$ cat src/rtl/rx_payload_enq_ctrl_pkg.sv
// Shared RX payload queue definitions: default widths and the enqueue FSM states.
package rx_payload_enq_ctrl_pkg;

  localparam int RX_FLOW_ID_W        = 8;
  localparam int RX_PAYLOAD_Q_SIZE_W = 3;
  localparam int RX_PAYLOAD_ENTRY_W  = 64;
  localparam int RX_STAT_CNT_W       = 32;

  typedef enum logic [1:0] {
    IDLE   = 2'd0,
    QUERY  = 2'd1,
    RESP   = 2'd2,
    COMMIT = 2'd3
  } rx_enq_state_t;

endpackage

$ cat src/rtl/rx_payload_enq_ctrl_datapath.sv
// Capture registers, queue-full compare, tail increment and statistics counters
// for the RX payload enqueue controller.
module rx_payload_enq_ctrl_datapath
  import rx_payload_enq_ctrl_pkg::*;
#(
  parameter int FLOW_ID_W       = RX_FLOW_ID_W,
  parameter int Q_SIZE_W        = RX_PAYLOAD_Q_SIZE_W,
  parameter int PAYLOAD_ENTRY_W = RX_PAYLOAD_ENTRY_W,
  parameter int CNT_W           = RX_STAT_CNT_W
) (
  input  logic                       clk,
  input  logic                       rst,
  input  logic                       cap_pkt,
  input  logic [FLOW_ID_W-1:0]       pkt_flowid,
  input  logic [PAYLOAD_ENTRY_W-1:0] pkt_desc,
  input  logic                       cap_resp,
  input  logic [Q_SIZE_W:0]          resp_head,
  input  logic [Q_SIZE_W:0]          resp_tail,
  input  logic                       inc_enq,
  input  logic                       inc_drop,
  output logic                       resp_full,
  output logic [FLOW_ID_W-1:0]       cap_flowid,
  output logic [PAYLOAD_ENTRY_W-1:0] cap_desc,
  output logic [Q_SIZE_W:0]          cap_tail,
  output logic [Q_SIZE_W:0]          cap_tail_next,
  output logic [CNT_W-1:0]           enq_cnt,
  output logic [CNT_W-1:0]           drop_cnt
);

  typedef struct packed {
    logic [FLOW_ID_W-1:0]       flowid;
    logic [PAYLOAD_ENTRY_W-1:0] payload_desc;
  } rx_payload_desc_t;

  // Occupancy equal to exactly one full lap of the ring means full.
  localparam logic [Q_SIZE_W:0] PTR_FULL_OCC = {1'b1, {Q_SIZE_W{1'b0}}};
  localparam logic [Q_SIZE_W:0] PTR_ONE      = {{Q_SIZE_W{1'b0}}, 1'b1};
  localparam logic [CNT_W-1:0]  CNT_ONE      = {{(CNT_W-1){1'b0}}, 1'b1};

  // Modulo pointer distance; also handles head numerically ahead of tail.
  function automatic logic q_is_full(input logic [Q_SIZE_W:0] head,
                                     input logic [Q_SIZE_W:0] tail);
    logic [Q_SIZE_W:0] occ;
    occ = tail - head;
    return (occ == PTR_FULL_OCC);
  endfunction

  rx_payload_desc_t cap_q;

  assign resp_full  = q_is_full(resp_head, resp_tail);
  assign cap_flowid = cap_q.flowid;
  assign cap_desc   = cap_q.payload_desc;

  // Latch the descriptor when upstream hands it over.
  always_ff @(posedge clk or negedge rst) begin
    if (!rst) begin
      cap_q <= '0;
    end else if (cap_pkt) begin
      cap_q.flowid       <= pkt_flowid;
      cap_q.payload_desc <= pkt_desc;
    end
  end

  // Latch the tail slot and precompute its wrapped successor at response time.
  always_ff @(posedge clk or negedge rst) begin
    if (!rst) begin
      cap_tail      <= '0;
      cap_tail_next <= '0;
    end else if (cap_resp) begin
      cap_tail      <= resp_tail;
      cap_tail_next <= resp_tail + PTR_ONE;
    end
  end

  // Free-running wrap-around statistics counters.
  always_ff @(posedge clk or negedge rst) begin
    if (!rst) begin
      enq_cnt  <= '0;
      drop_cnt <= '0;
    end else begin
      if (inc_enq)  enq_cnt  <= enq_cnt + CNT_ONE;
      if (inc_drop) drop_cnt <= drop_cnt + CNT_ONE;
    end
  end

endmodule

$ cat src/rtl/rx_payload_enq_ctrl.sv
// RX payload descriptor enqueue controller: queries per-flow queue pointers,
// enqueues at the tail and writes back tail+1, or drops when the queue is full.
module rx_payload_enq_ctrl
  import rx_payload_enq_ctrl_pkg::*;
#(
  parameter int FLOW_ID_W       = RX_FLOW_ID_W,
  parameter int Q_SIZE_W        = RX_PAYLOAD_Q_SIZE_W,
  parameter int PAYLOAD_ENTRY_W = RX_PAYLOAD_ENTRY_W,
  parameter int CNT_W           = RX_STAT_CNT_W
) (
  input  logic                       clk,
  input  logic                       rst,
  input  logic                       pkt_val,
  input  logic [FLOW_ID_W-1:0]       pkt_flowid,
  input  logic [PAYLOAD_ENTRY_W-1:0] pkt_desc,
  output logic                       pkt_rdy,
  output logic                       q_full_req_val,
  output logic [FLOW_ID_W-1:0]       q_full_req_flowid,
  input  logic                       q_full_req_rdy,
  input  logic                       q_full_resp_val,
  input  logic [Q_SIZE_W:0]          q_full_resp_head_index,
  input  logic [Q_SIZE_W:0]          q_full_resp_tail_index,
  output logic                       q_full_resp_rdy,
  output logic                       enqueue_pkt_req_val,
  output logic [FLOW_ID_W-1:0]       enqueue_pkt_req_flowid,
  output logic [PAYLOAD_ENTRY_W-1:0] enqueue_pkt_req_data,
  output logic [Q_SIZE_W:0]          enqueue_pkt_req_index,
  input  logic                       enqueue_pkt_req_rdy,
  output logic                       new_tail_val,
  output logic [FLOW_ID_W-1:0]       new_tail_addr,
  output logic [Q_SIZE_W:0]          new_tail_data,
  input  logic                       new_tail_rdy,
  output logic [CNT_W-1:0]           enq_cnt,
  output logic [CNT_W-1:0]           drop_cnt
);

  rx_enq_state_t state;
  logic          enq_done;
  logic          tail_done;

  logic                 pkt_fire;
  logic                 resp_fire;
  logic                 enq_fire;
  logic                 tail_fire;
  logic                 commit_done;
  logic                 drop_now;
  logic                 resp_full;
  logic [FLOW_ID_W-1:0] cap_flowid;

  assign pkt_fire    = pkt_val & pkt_rdy;
  assign resp_fire   = q_full_resp_val & q_full_resp_rdy;
  assign enq_fire    = enqueue_pkt_req_val & enqueue_pkt_req_rdy;
  assign tail_fire   = new_tail_val & new_tail_rdy;
  assign drop_now    = resp_fire & resp_full;
  // Each channel completes on its own; the descriptor retires once both have.
  assign commit_done = (state == COMMIT) & (enq_done | enq_fire) & (tail_done | tail_fire);

  assign q_full_req_flowid      = cap_flowid;
  assign enqueue_pkt_req_flowid = cap_flowid;
  assign new_tail_addr          = cap_flowid;

  rx_payload_enq_ctrl_datapath #(
    .FLOW_ID_W       (FLOW_ID_W),
    .Q_SIZE_W        (Q_SIZE_W),
    .PAYLOAD_ENTRY_W (PAYLOAD_ENTRY_W),
    .CNT_W           (CNT_W)
  ) u_datapath (
    .clk           (clk),
    .rst           (rst),
    .cap_pkt       (pkt_fire),
    .pkt_flowid    (pkt_flowid),
    .pkt_desc      (pkt_desc),
    .cap_resp      (resp_fire),
    .resp_head     (q_full_resp_head_index),
    .resp_tail     (q_full_resp_tail_index),
    .inc_enq       (commit_done),
    .inc_drop      (drop_now),
    .resp_full     (resp_full),
    .cap_flowid    (cap_flowid),
    .cap_desc      (enqueue_pkt_req_data),
    .cap_tail      (enqueue_pkt_req_index),
    .cap_tail_next (new_tail_data),
    .enq_cnt       (enq_cnt),
    .drop_cnt      (drop_cnt)
  );

  // One-descriptor-in-flight FSM with registered handshake outputs.
  always_ff @(posedge clk or negedge rst) begin
    if (!rst) begin
      state               <= IDLE;
      pkt_rdy             <= 1'b0;
      q_full_req_val      <= 1'b0;
      q_full_resp_rdy     <= 1'b0;
      enqueue_pkt_req_val <= 1'b0;
      new_tail_val        <= 1'b0;
      enq_done            <= 1'b0;
      tail_done           <= 1'b0;
    end else begin
      case (state)
        IDLE: begin
          if (pkt_fire) begin
            state          <= QUERY;
            pkt_rdy        <= 1'b0;
            q_full_req_val <= 1'b1;
          end else begin
            pkt_rdy <= 1'b1;
          end
        end
        QUERY: begin
          if (q_full_req_rdy) begin
            state           <= RESP;
            q_full_req_val  <= 1'b0;
            q_full_resp_rdy <= 1'b1;
          end
        end
        RESP: begin
          if (q_full_resp_val) begin
            q_full_resp_rdy <= 1'b0;
            if (resp_full) begin
              state   <= IDLE;
              pkt_rdy <= 1'b1;
            end else begin
              state               <= COMMIT;
              enqueue_pkt_req_val <= 1'b1;
              new_tail_val        <= 1'b1;
              enq_done            <= 1'b0;
              tail_done           <= 1'b0;
            end
          end
        end
        COMMIT: begin
          if (enq_fire) begin
            enqueue_pkt_req_val <= 1'b0;
            enq_done            <= 1'b1;
          end
          if (tail_fire) begin
            new_tail_val <= 1'b0;
            tail_done    <= 1'b1;
          end
          if (commit_done) begin
            state   <= IDLE;
            pkt_rdy <= 1'b1;
          end
        end
        default: begin
          state <= IDLE;
        end
      endcase
    end
  end

endmodule

$ cat config.mk
export PLATFORM = sky130hd
export DESIGN_NAME = rx_payload_enq_ctrl
export DESIGN_NICKNAME = d
export VERILOG_FILES = /design/src/rtl/rx_payload_enq_ctrl_pkg.sv /design/src/rtl/rx_payload_enq_ctrl_datapath.sv /design/src/rtl/rx_payload_enq_ctrl.sv
export SDC_FILE = /design/constraint.sdc
export NUM_CORES = 1
export LEC_CHECK = 0
export BUFFER_PORTS_ARGS = -buffer_cell sky130_fd_sc_hd__buf_4
export CAP_MARGIN = 5
export CELL_PAD_IN_SITES_DETAIL_PLACEMENT = 0
export CELL_PAD_IN_SITES_GLOBAL_PLACEMENT = 1
export CORE_AREA = 2 2 214 132
export CTS_CLUSTER_SIZE = 12
export DETAILED_ROUTE_END_ITERATION = 6
export DIE_AREA = 0 0 216 134
export PLACE_DENSITY = 0.66
export SETUP_SLACK_MARGIN = 0.05
export SYNTH_ARGS = -nofsm -noshare
export SYNTH_HDL_FRONTEND = slang
export SYNTH_SLANG_ARGS = --single-unit
$ cat constraint.sdc
create_clock -name clk -period 5.2 [get_ports clk]
set_input_delay 0.52 -clock clk [delete_from_list [all_inputs] [get_ports clk]]
set_output_delay 0.52 -clock clk [all_outputs]
set_load 0.005 [all_outputs]
==> results of run 1 <==
[cells in the final DEF (no fill, tap or decap), types with 3 or more instances in the layout]
master / netlist / routed
buf_4: 17 / 251
dfrtp_1: 153 / 153
mux2_2: 78 / 78
xnor2_1: 54 / 54
nand2_1: 41 / 40
nand3_1: 26 / 26
nand4_1: 22 / 22
clkbuf_16: 0 / 17
inv_1: 12 / 12
xor2_1: 12 / 12
ha_1: 11 / 11
and3_1: 9 / 9
nor3_1: 9 / 9
and4_1: 7 / 7
o21ai_0: 6 / 6
nor2_1: 5 / 5
a21o_1: 4 / 4
and2_1: 4 / 4
a21oi_1: 4 / 4
clkbuf_1: 11 / 4
clkbuf_8: 0 / 4
a21boi_0: 3 / 3
clkinv_2: 0 / 3
[final timing paths]
kind                                   startpoint                 endpoint  slack [ns]  cells past startpoint
max                                      state[1]   u_datapath.enq_cnt[31]        2.59                      5
min                                           rst  u_datapath.drop_cnt[20]        0.05                      1
max reg2reg                              state[1]   u_datapath.enq_cnt[31]        2.59                      5
min reg2reg                u_datapath.enq_cnt[31]   u_datapath.enq_cnt[31]        0.48                      1
max in group asynchronous                     rst  u_datapath.cap_desc[49]        4.20                      2
min in group clk                      pkt_desc[9]   u_datapath.cap_desc[9]        0.30                      2
[area by class of cell]
class / instances / area, sq um / area share (%)
Inverter: 12 / 45.04 / 0.4769
Timing Repair Buffer: 253 / 1916 / 20.28
Clock inverter: 7 / 90.09 / 0.9539
Clock buffer: 25 / 495.5 / 5.246
Sequential cell: 153 / 3829 / 40.54
Tap cell: 367 / 459.2 / 4.862
Multi-Input combinational cell: 323 / 2610 / 27.64
[synthesized netlist by cell type, types with 7 or more instances]
cell      number
dfrtp_1      153
mux2_2        78
xnor2_1       54
nand2_1       41
nand3_1       26
nand4_1       22
buf_4         17
inv_1         12
xor2_1        12
clkbuf_1      11
ha_1          11
and3_1         9
nor3_1         9
and4_1         7
[flip-flops by register name (all words and copies together) (netlist names)]
| signal | cells |
|---|---|
| enq_done | 1 |
| enqueue_pkt_req_val | 1 |
| new_tail_val | 1 |
| pkt_rdy | 1 |
| q_full_req_val | 1 |
| q_full_resp_rdy | 1 |
| state | 2 |
| tail_done | 1 |
| u_datapath.cap_desc | 64 |
| u_datapath.cap_flowid | 8 |
| u_datapath.cap_tail | 4 |
| u_datapath.cap_tail_next | 4 |
| u_datapath.drop_cnt | 32 |
| u_datapath.enq_cnt | 32 |
[per-layer routing]
layer  track usage, %  wire length [microns]  vias up
li1                 -                      -     2289
met4            4.452                    176        0
met3            6.463                   1691       12
met2            16.68                   7212      163
met1            16.99                   8372     2347
met5                0                      0        -
[cells by family (layout without fill, tap and decap cells)]
group | Yosys count | after routing | synth area share, %
flops | 153 | 153 | 57.51
simple gates | 135 | 135 | 10.84
mux | 78 | 78 | 13.19
xor+xnor | 66 | 66 | 8.683
buf+inv | 43 | 297 | 3.402
compound gates | 33 | 33 | 4.304
fa+ha+maj | 11 | 11 | 2.067
[power groups by stage]
stage	logic (mW)	clock network [mW]	registers (mW)
after floorplan	0.586	0	1.71
after global placement	1.28	0	1.71
after detailed placement	1.28	0	1.72
after CTS	1.28	1.30	1.71
after global routing	1.37	1.35	1.75
final	1.25	1.26	1.71
==> run_results.csv, run 1 <==
group,metric,value,unit
clock_tree,tritoncts_num_sinks,153,
critical_path,buf_inv_stages_crit_path,0,
sta,grt_setup_unrepaired,"no",
clock_tree,cts_made_buffers,17,
detailed_routing,post_drt_via_cell_ratio,4.220,
sta,postLayoutSetupSlackWorst,2.585,ns
synthesis,synth_enable_flop_cells,0,
sta,fin_skew,0.007803,ns
clock_tree,clockRootBuffer,"clkbuf_16",
clock_tree,h-tree-depth,4,
placement,dp_hpwl,12.81,mm
synthesis,post_synth_num_cell_types,43,
sta,setup_viol,0,
synthesis,async_flop_share,100.0,%
sta,period_share,50.28,%
layout,final_net_count,858,
critical_path,crit_path_cell_trace,"ha_1 -> nand3_1 -> nor4_2 -> nand4_1 -> xnor2_1",
detailed_routing,dr.first_iter.drc_count,207,
power_and_ir_drop,comb_power_share,29.7,%
die,die_footprint,0.02894,sq mm
grt,number_of_antenna_violations_at_the_first_check_in_global_routing,0,
grt,grt_usage,12.48,%
power_and_ir_drop,switching_power,1.201,mW
power_and_ir_drop,fraction_of_power_consumed_by_sequential_logic,40.5,%
critical_path,setup_cp_type,"reg2reg",
synthesis,yosysWarnings,0,
critical_path,critical_path.max_stage_delay,0.90,ns
die,initial_core_util,24.61,%
sta,final-max-slew-violation-count,0,
layout,ant_cells,0,
detailed_routing,routed-via-count,4811,
sta,maxClockFrequency,382.5,MHz
synthesis,postSynthCellCount,519,
detailed_routing,drtPass1Iterations,4,
grt,grt_max_degree,91,
die,placementRows,47,
die,placeableCoreArea,0.02705,sq mm
placement,finalWeightedCongestion,0.7392,
die,die_h,134,microns
critical_path,start_kind,"flop",
power_and_ir_drop,switching_share,28.54,%
synthesis,cell_area_after_technology_mapping,0.006658,sq mm
placement,post-place-ws,2.190,ns
sta,worstMarginPinSlew,0.8997,ns
layout,area_delta_synth_final,41.85,%
grt,via_count_of_the_first_global_routing_pass,5022,
critical_path,crit_path_dat,2.93,ns
clock_tree,skew_pair_late_insertion_delay,0.44,ns
placement,place_area,0.008859,sq mm
clock_tree,tritoncts,"done",
critical_path,crit_fanout,9,
synthesis,synthesized_netlist_net_count,617,
power_and_ir_drop,totalPowerFinal,4.209,mW
detailed_routing,ant_nets,0,
sta,minimum_period_implied_by_the_final_worst_setup_slack,2.615,ns
detailed_routing,totalWireLength,17.45,mm
clock_tree,cts_resized,0,
critical_path,endpoint_kind,"flop",
power_and_ir_drop,power.density,445.7,mW/mm^2
synthesis,synth-seq-cells,153,
power_and_ir_drop,cell_internal_pwr,3.008,mW
sta,worst_slew_margin_rel,39.52,%
flow_run,max_cap_violations,0,
synthesis,netlist.top_cell.by_area,"dfrtp_1",
worst_hold_path,hp-class,"in2async",
sta,final_hold_viol_count,0,
synthesis,ys_top_cells_by_area,"dfrtp_1, mux2_2, xnor2_1",
layout,layout.cells.non_filler,1140,
placement,port-buffer-count,251,
power_and_ir_drop,clkPwrFrac,29.8,%
detailed_routing,number_of_remaining_drc_errors,0,
power_and_ir_drop,ir_drop,0.2398,mV
placement,dp_cells,1108,
critical_path,slowest_cell_on_crit_path,"nor4_2",
synthesis,post_synth.cell_area_avg,12.83,sq um
die,die-width,216,microns
run_status,run_status,"finished, final reports clean",
die,top_level_ports,252,
layout,finish.instance_area,0.009444,sq mm
clock_tree,cts-root-to-sink-buffers,2,
grt,grt_pass1_wl,27.67,mm
power_and_ir_drop,power_leakage,4.414,nW
sta,hold-worst-slack,0.04710,ns
layout,post_route_cells_drive_above_1_share,47.87,%
grt,grt.overflow.total,0,
critical_path,cp_data_required_time,5.52,ns
clock_tree,holdBufCountCts,0,
detailed_routing,post_drt_wl_per_cell,15.31,microns
synthesis,ys_flop_type,"dfrtp_1",
critical_path,critical-path-top-delay-family,"simple AND/OR/NAND/NOR gates",
clock_tree,clock_input_transition_at_the_sequential_cells_of_the_worst_setup_and_hold_paths,0.06,ns
synthesis,post-synth-top-area-fraction,57.51,%
clock_tree,postCtsSetupRepairBufs,0,
synthesis,synth.yosys.seq_area_share,57.51,%
layout,utilization_after_layout,34.91,%
sta,setup_total_neg_slack,0,ns
layout,num-fill-cells,2711,
No activity file was read; power rests on OpenSTA's default activity.
==> run 2, diff against run 1 <==
--- a/config.mk
+++ b/config.mk
@@ -5,15 +5,16 @@
 export SDC_FILE = /design/constraint.sdc
 export NUM_CORES = 1
 export LEC_CHECK = 0
+export ABC_AREA = 1
 export BUFFER_PORTS_ARGS = -buffer_cell sky130_fd_sc_hd__buf_4
 export CAP_MARGIN = 5
 export CELL_PAD_IN_SITES_DETAIL_PLACEMENT = 0
 export CELL_PAD_IN_SITES_GLOBAL_PLACEMENT = 1
-export CORE_AREA = 2 2 214 132
+export CORE_AREA = 2 2 233 143
 export CTS_CLUSTER_SIZE = 12
 export DETAILED_ROUTE_END_ITERATION = 6
-export DIE_AREA = 0 0 216 134
-export PLACE_DENSITY = 0.66
+export DIE_AREA = 0 0 235 145
+export PLACE_DENSITY = 0.71
 export SETUP_SLACK_MARGIN = 0.05
 export SYNTH_ARGS = -nofsm -noshare
 export SYNTH_HDL_FRONTEND = slang
==> constraint.sdc (replaced) <==
create_clock -name clk -period 2.1 [get_ports clk]
set_input_delay 0.21 -clock clk [delete_from_list [all_inputs] [get_ports clk]]
set_output_delay 0.21 -clock clk [all_outputs]
set_load 0.005 [all_outputs]
==> run 2 against run 1 <==
Total power rose to 2.9 times the previous value. Area after synthesis up 19%. First-iteration DRC count rose to 2.7 times the previous value.
==> run_results.csv, run 2 <==
group,metric,value,unit
critical_path,crit_fanout,27,
synthesis,netlist.top_cell.by_area,"dfrtp_1",
critical_path,critical_path.max_stage_delay,0.54,ns
clock_tree,clockRootBuffer,"clkbuf_16",
grt,via_count_of_the_first_global_routing_pass,7534,
die,placementRows,51,
synthesis,post_synth_num_cell_types,32,
detailed_routing,routed-via-count,7798,
clock_tree,cts_made_buffers,17,
sta,final-max-slew-violation-count,0,
placement,dp_cells,1719,
sta,postLayoutSetupSlackWorst,0.2717,ns
placement,finalWeightedCongestion,0.8104,
clock_tree,cts-root-to-sink-buffers,2,
sta,hold-worst-slack,0.05699,ns
layout,num-fill-cells,3350,
synthesis,synth.yosys.seq_area_share,48.30,%
critical_path,setup_cp_type,"in2reg",
power_and_ir_drop,power_leakage,5.877,nW
sta,period_share,87.06,%
layout,layout.cells.most_common,"nand2_1",
layout,layout.cells.most_common_list,"nand2_1, buf_4, dfrtp_1, nor2_1, dlygate4sd3_1",
synthesis,synth_top_cells_by_count,"nand2_1, dfrtp_1, nor2_1",
grt,grt.overflow.total,0,
critical_path,worstSetupStartpoint,"q_full_resp_tail_index[0]",
clock_tree,tritoncts_num_sinks,153,
synthesis,synth_enable_flop_cells,0,
detailed_routing,post_drt_wl_per_cell,14.06,microns
sta,minimum_period_implied_by_the_final_worst_setup_slack,1.828,ns
worst_hold_path,hp-class,"in2reg",
layout,post_route_cells_drive_above_1_share,23.34,%
placement,dp_hpwl,18.87,mm
layout,largest_register_ffs,64,
clock_tree,tritoncts,"done",
synthesis,postSynthCellCount,1070,
sta,worst_slew_margin_rel,71.69,%
power_and_ir_drop,clkPwrFrac,26.4,%
critical_path,crit_path_dat,2.15,ns
layout,area_delta_synth_final,46.22,%
clock_tree,h-tree-depth,4,
synthesis,ys_top_cells_by_area,"dfrtp_1, nand2_1, nor2_1",
synthesis,synth-seq-cells,153,
power_and_ir_drop,ir_drop,0.6379,mV
synthesis,synthesized_netlist_net_count,1168,
synthesis,synth_most_common_cell,"nand2_1",
die,placeableCoreArea,0.03197,sq mm
power_and_ir_drop,switching_power,4.189,mW
detailed_routing,number_of_remaining_drc_errors,0,
power_and_ir_drop,cell_internal_pwr,7.945,mW
critical_path,crit-reg2reg-capture,"u_datapath.enq_cnt[28]",
critical_path,critical_path_cell_count,12,
sta,setup_total_neg_slack,0,ns
sta,maxClockFrequency,547.0,MHz
placement,post-place-ws,0.2217,ns
critical_path,critical-path-top-delay-family,"buffers and inverters",
placement,port-buffer-count,251,
power_and_ir_drop,comb_power_share,35.2,%
critical_path,crit_path_cell_trace,"dlygate4sd3_1 -> buf_4 -> inv_1 -> ha_1 -> inv_1 -> nand2_1 -> a21oi_1 -> nor2_4 -> nand3_4 -> buf_4 -> o21ai_0 -> nand2_1",
power_and_ir_drop,switching_share,34.52,%
sta,grt_setup_unrepaired,"no",
layout,ant_cells,0,
critical_path,regToRegSetupSlack,0.37,ns
sta,worstMarginPinSlew,0.4246,ns
die,initial_core_util,24.79,%
grt,grt_usage,15.29,%
critical_path,worstSetupEndpoint,"u_datapath.drop_cnt[2]",
layout,layout.cells.non_filler,1825,
die,top_level_ports,252,
flow_run,max_cap_violations,0,
die,die-width,235,microns
sta,final_hold_viol_count,0,
critical_path,endpoint_kind,"flop",
layout,final_net_count,1486,
critical_path,cp_data_required_time,2.42,ns
grt,grt_pass1_wl,41.41,mm
detailed_routing,totalWireLength,25.65,mm
synthesis,post_synth.cell_area_avg,7.408,sq um
synthesis,yosysWarnings,0,
critical_path,r2r_cells,9,
synthesis,async_flop_share,100.0,%
detailed_routing,dr.first_iter.drc_count,559,
synthesis,cell_area_after_technology_mapping,0.007926,sq mm
synthesis,post-synth-top-area-fraction,48.30,%
grt,grt_max_degree,72,
die,die_h,145,microns
critical_path,buf_inv_stages_crit_path,5,
power_and_ir_drop,totalPowerFinal,12.13,mW
die,die_footprint,0.03408,sq mm
critical_path,r2r-start,"u_datapath.enq_cnt[1]",
detailed_routing,drtPass1Iterations,6,
sta,fin_skew,0.01340,ns
clock_tree,skew_pair_late_insertion_delay,0.44,ns
synthesis,ys_flop_type,"dfrtp_1",
critical_path,slowest_cell_on_crit_path,"dlygate4sd3_1",
clock_tree,clock_input_transition_at_the_sequential_cells_of_the_worst_setup_and_hold_paths,0.07,ns
power_and_ir_drop,power.density,1047,mW/mm^2
power_and_ir_drop,fraction_of_power_consumed_by_sequential_logic,38.4,%
sta,setup_viol,0,
detailed_routing,ant_nets,0,
grt,number_of_antenna_violations_at_the_first_check_in_global_routing,0,
run_status,run_status,"finished, final reports clean",
critical_path,start_kind,"primary input",
detailed_routing,post_drt_via_cell_ratio,4.273,
run 2: cell types whose count changed after synthesis, sizes merged, moves of 13 or more:
cell,before,now
buf,20,33
inv,12,61
mux2,78,0
nand2,41,567
nand3b,0,16
nand4,22,9
nor2,5,110
o21ai,7,23
xnor2,54,12
run 2: timing repair:
item,in CTS,in global routing
hold endpoints to repair,107,0
gates resized for setup,0,1
buffers inserted,0,0
setup endpoints to repair,0,3
hold buffers,74,0
run 2: tightest hold or removal path, delay by kind of cell:
kind                   cells  cell delay, ns
buffers and inverters      1            0.12
and+or+nand+nor            2            0.12
run 2: logic make-up (layout without fill, tap and decap cells):
family,Yosys count,after routing,synth area share (%)
buffers and inverters,103,434,6.235
and+or+nand+nor,746,746,38.61
AOI/OAI and AO/OA,29,29,2.020
DFF,153,153,48.30
xor gates and xnor gates,28,28,3.094
adders and majority gates,11,11,1.736
run 2: power groups by stage:
stage / combinational (mW) / clock [mW] / sequential [mW]
after global routing: 4.77 / 3.44 / 4.80
final: 4.27 / 3.21 / 4.66
after floorplan: 1.87 / 0 / 4.67
after detailed placement: 4.24 / 0 / 4.68
after global placement: 4.21 / 0 / 4.66
after CTS: 4.36 / 3.31 / 4.66
run 2: cell type report:
type                    count  area [sq um]  share of cell area, %
clock buffers              18         439.2                  3.789
clock inverters            14         163.9                  1.414
inverters                  62         237.7                  2.051
multi-input cells         814          3611                  31.16
flip-flops and latches    153          3829                  33.03
well taps                 424         530.5                  4.577
repair buffers            340          2779                  23.98
run 2: how the worst min path moves through the flow:
stage	depth (start not counted)	start	endpoint
6_report	3	q_full_resp_tail_index[3]	u_datapath.cap_tail[3]
5_1_grt	3	q_full_resp_tail_index[3]	u_datapath.cap_tail[3]
4_1_cts	3	q_full_resp_tail_index[3]	u_datapath.cap_tail[3]
3_5_place_dp	1	rst	u_datapath.cap_desc[56]
3_3_place_gp	1	rst	u_datapath.cap_desc[58]
2_1_floorplan	0	rst	enq_done
run 2: through the flow:
step / instance area (sq um) / utilization (%)
finish: 11590 / 36.25
global route: 11590 / 36.25
CTS: 11580 / 36.24
detailed placement: 10240 / 32.03
global placement: 10240 / 32.03
floorplan: 7926 / -
run 2: metal layers:
| metal | up-vias | track usage (%) | share of wire [%] |
|---|---|---|---|
| met1 | 3649 | 21.50 | 48 |
| met5 | - | 0 | 0 |
| met3 | 23 | 3.710 | 6.0 |
| li1 | 3909 | - | - |
| met2 | 217 | 23.18 | 44 |
| met4 | 0 | 4.494 | 1.4 |
==> run 3, diff against run 2 <==
--- a/config.mk
+++ b/config.mk
@@ -10,11 +10,12 @@
 export CAP_MARGIN = 5
 export CELL_PAD_IN_SITES_DETAIL_PLACEMENT = 0
 export CELL_PAD_IN_SITES_GLOBAL_PLACEMENT = 1
-export CORE_AREA = 2 2 233 143
+export CORE_AREA = 2 2 201 124
+export CTS_BUF_LIST = sky130_fd_sc_hd__clkbuf_8
 export CTS_CLUSTER_SIZE = 12
 export DETAILED_ROUTE_END_ITERATION = 6
-export DIE_AREA = 0 0 235 145
-export PLACE_DENSITY = 0.71
+export DIE_AREA = 0 0 203 126
+export PLACE_DENSITY = 0.88
 export SETUP_SLACK_MARGIN = 0.05
 export SYNTH_ARGS = -nofsm -noshare
 export SYNTH_HDL_FRONTEND = slang
==> run 3 against run 2 <==
Combinational power about the same. Die area is 25% lower. Wire length down 4.2%. Non-clock buffer count is 2 lower. Sequential share of layout area up 0.87 points. Critical path depth unchanged. Critical path type unchanged. Critical endpoint is now u_datapath.drop_cnt[4]. Largest cell class unchanged.
==> run_results.csv, run 3 (synthesized netlist as in run 2, its figures left out) <==
group,metric,value,unit
critical_path,endpoint_kind,"flop",
layout,finish.instance_area,0.01129,sq mm
detailed_routing,totalWireLength,24.58,mm
placement,place_area,0.01010,sq mm
layout,layout.cells.most_common_list,"nand2_1, buf_4, dfrtp_1, nor2_1, dlygate4sd3_1",
critical_path,start_kind,"primary input",
power_and_ir_drop,clkPwrFrac,22.0,%
clock_tree,clockRootBuffer,"clkbuf_8",
clock_tree,tritoncts,"done",
power_and_ir_drop,fraction_of_power_consumed_by_sequential_logic,40.7,%
placement,dp_hpwl,17.33,mm
clock_tree,skew_pair_late_insertion_delay,0.46,ns
die,top_level_ports,252,
layout,area_delta_synth_final,42.46,%
flow_run,max_cap_violations,0,
sta,worstMarginPinSlew,0.4590,ns
die,die_h,126,microns
layout,ant_cells,0,
layout,multi_input_comb_area,0.003606,sq mm
die,placeableCoreArea,0.02373,sq mm
clock_tree,cts_made_buffers,17,
detailed_routing,post_drt_via_cell_ratio,4.545,
layout,post_route_cells_drive_above_1_share,23.02,%
run_status,run_status,"finished, final reports clean",
sta,final-max-slew-violation-count,0,
critical_path,cp_data_required_time,2.45,ns
die,die-width,203,microns
worst_hold_path,hp-class,"in2reg",
grt,grt.overflow.total,0,
detailed_routing,routed-via-count,7822,
power_and_ir_drop,power.density,1019,mW/mm^2
sta,maxClockFrequency,540.7,MHz
clock_tree,clock_input_transition_at_the_sequential_cells_of_the_worst_setup_and_hold_paths,0.08,ns
power_and_ir_drop,ir_drop,0.6635,mV
grt,number_of_antenna_violations_at_the_first_check_in_global_routing,0,
placement,finalWeightedCongestion,0.8611,
detailed_routing,number_of_remaining_drc_errors,0,
power_and_ir_drop,comb_power_share,37.3,%
grt,grt_usage,19.44,%
critical_path,setup_cp_type,"in2reg",
layout,largest_register_ffs,64,
detailed_routing,post_drt_wl_per_cell,14.28,microns
sta,setup_viol,0,
placement,port-buffer-count,251,
power_and_ir_drop,switching_share,34.91,%
power_and_ir_drop,switching_power,4.016,mW
power_and_ir_drop,cell_internal_pwr,7.488,mW
sta,minimum_period_implied_by_the_final_worst_setup_slack,1.850,ns
power_and_ir_drop,power_leakage,5.813,nW
layout,num-fill-cells,2297,
sta,grt_setup_unrepaired,"no",
sta,fin_skew,0.01611,ns
grt,via_count_of_the_first_global_routing_pass,7412,
grt,grt_max_degree,74,
critical_path,crit_fanout,27,
clock_tree,tritoncts_num_sinks,153,
sta,setup_total_neg_slack,0,ns
detailed_routing,drtPass1Iterations,5,
die,initial_core_util,33.41,%
critical_path,crit_path_dat,2.20,ns
sta,period_share,88.07,%
sta,final_hold_viol_count,0,
grt,grt_pass1_wl,39.38,mm
die,placementRows,44,
die,die_footprint,0.02558,sq mm
layout,final_net_count,1484,
sta,worst_slew_margin_rel,69.40,%
layout,final-seq-area,0.003829,sq mm
clock_tree,cts_resized,0,
detailed_routing,ant_nets,0,
clock_tree,cts-root-to-sink-buffers,2,
clock_tree,h-tree-depth,4,
layout,layout.cells.most_common,"nand2_1",
detailed_routing,dr.first_iter.drc_count,507,
run 3: cell types whose count changed in the layout (fill, tap and decap cells not counted), moves of 2 or more:
cell,previous run,this run
inv_6,5,2
clkbuf_8,1,19
clkinv_2,0,3
clkbuf_16,17,0
clkinvlp_4,3,1
inv_1,58,60
bufinv_16,2,4
clkinv_4,4,2
buf_4,262,258
run 3: power by group through the flow:
stage | registers, mW | logic, mW | clock network (mW)
2_1_floorplan | 4.67 | 1.87 | 0
3_3_place_gp | 4.68 | 4.13 | 0
3_5_place_dp | 4.70 | 4.19 | 0
4_1_cts | 4.67 | 4.31 | 2.63
5_1_grt | 4.81 | 4.80 | 2.75
6_report | 4.68 | 4.29 | 2.53
run 3: metrics by stage:
step	hold slack, ns	util [%]	power (mW)	setup slack, ns	cells
final	0.04885	47.59	11.50	0.2504	1721
after global placement	0.1855	42.58	8.811	0.3134	1614
after global routing	0.03095	47.59	12.36	0.08770	1721
after detailed placement	0.1894	42.58	8.897	0.2731	1614
after floorplan	-0.08559	-	6.544	0.4907	1070
after CTS	0.006357	47.59	11.62	0.2748	1721
run 3: layout make-up:
cell class                      count  area share [%]
Tap cell                          322           3.568
Multi-Input combinational cell    814           31.93
Clock buffer                       19           2.316
Inverter                           62           2.105
Sequential cell                   153           33.91
Clock inverter                     13           1.562
Timing Repair Buffer              338           24.61
run 3: per-layer routing:
metal / part of all wire [%] / vias up / track usage (%)
met2: 44 / 267 / 29.07
met1: 48 / 3636 / 27.85
met5: 0 / - / 0
met3: 7.2 / 21 / 5.331
met4: 1.2 / 0 / 4.809
li1: - / 3898 / -
run 3: worst max-delay path, cell delays in order:
cell and delay, ns:
dlygate4sd3_1 0.54, buf_4 0.15, inv_1 0.09, ha_1 0.15, inv_1 0.04, nand2_1 0.08
a21oi_1 0.08, nor2_2 0.20, nand3_4 0.12, buf_4 0.25, o21ai_0 0.21, nand2_1 0.07
run 3: timing repair:
action | in CTS | in global routing
hold buffers | 75 | 0
endpoints found under the hold margin | 119 | 0
buffers inserted | 0 | 0
run 3: final timing paths:
check | from | endpoint | slack [ns] | cells past startpoint
setup / recovery | q_full_resp_tail_index[0] | u_datapath.drop_cnt[4] | 0.25 | 12
hold / removal | q_full_resp_tail_index[1] | u_datapath.cap_tail[1] | 0.05 | 3
setup reg to reg | u_datapath.drop_cnt[1] | u_datapath.drop_cnt[28] | 0.25 | 10
hold reg to reg | enq_done | enq_done | 0.47 | 2
max in group asynchronous | rst | u_datapath.cap_flowid[1] | 1.15 | 3
min in group asynchronous | rst | u_datapath.drop_cnt[29] | 0.24 | 2
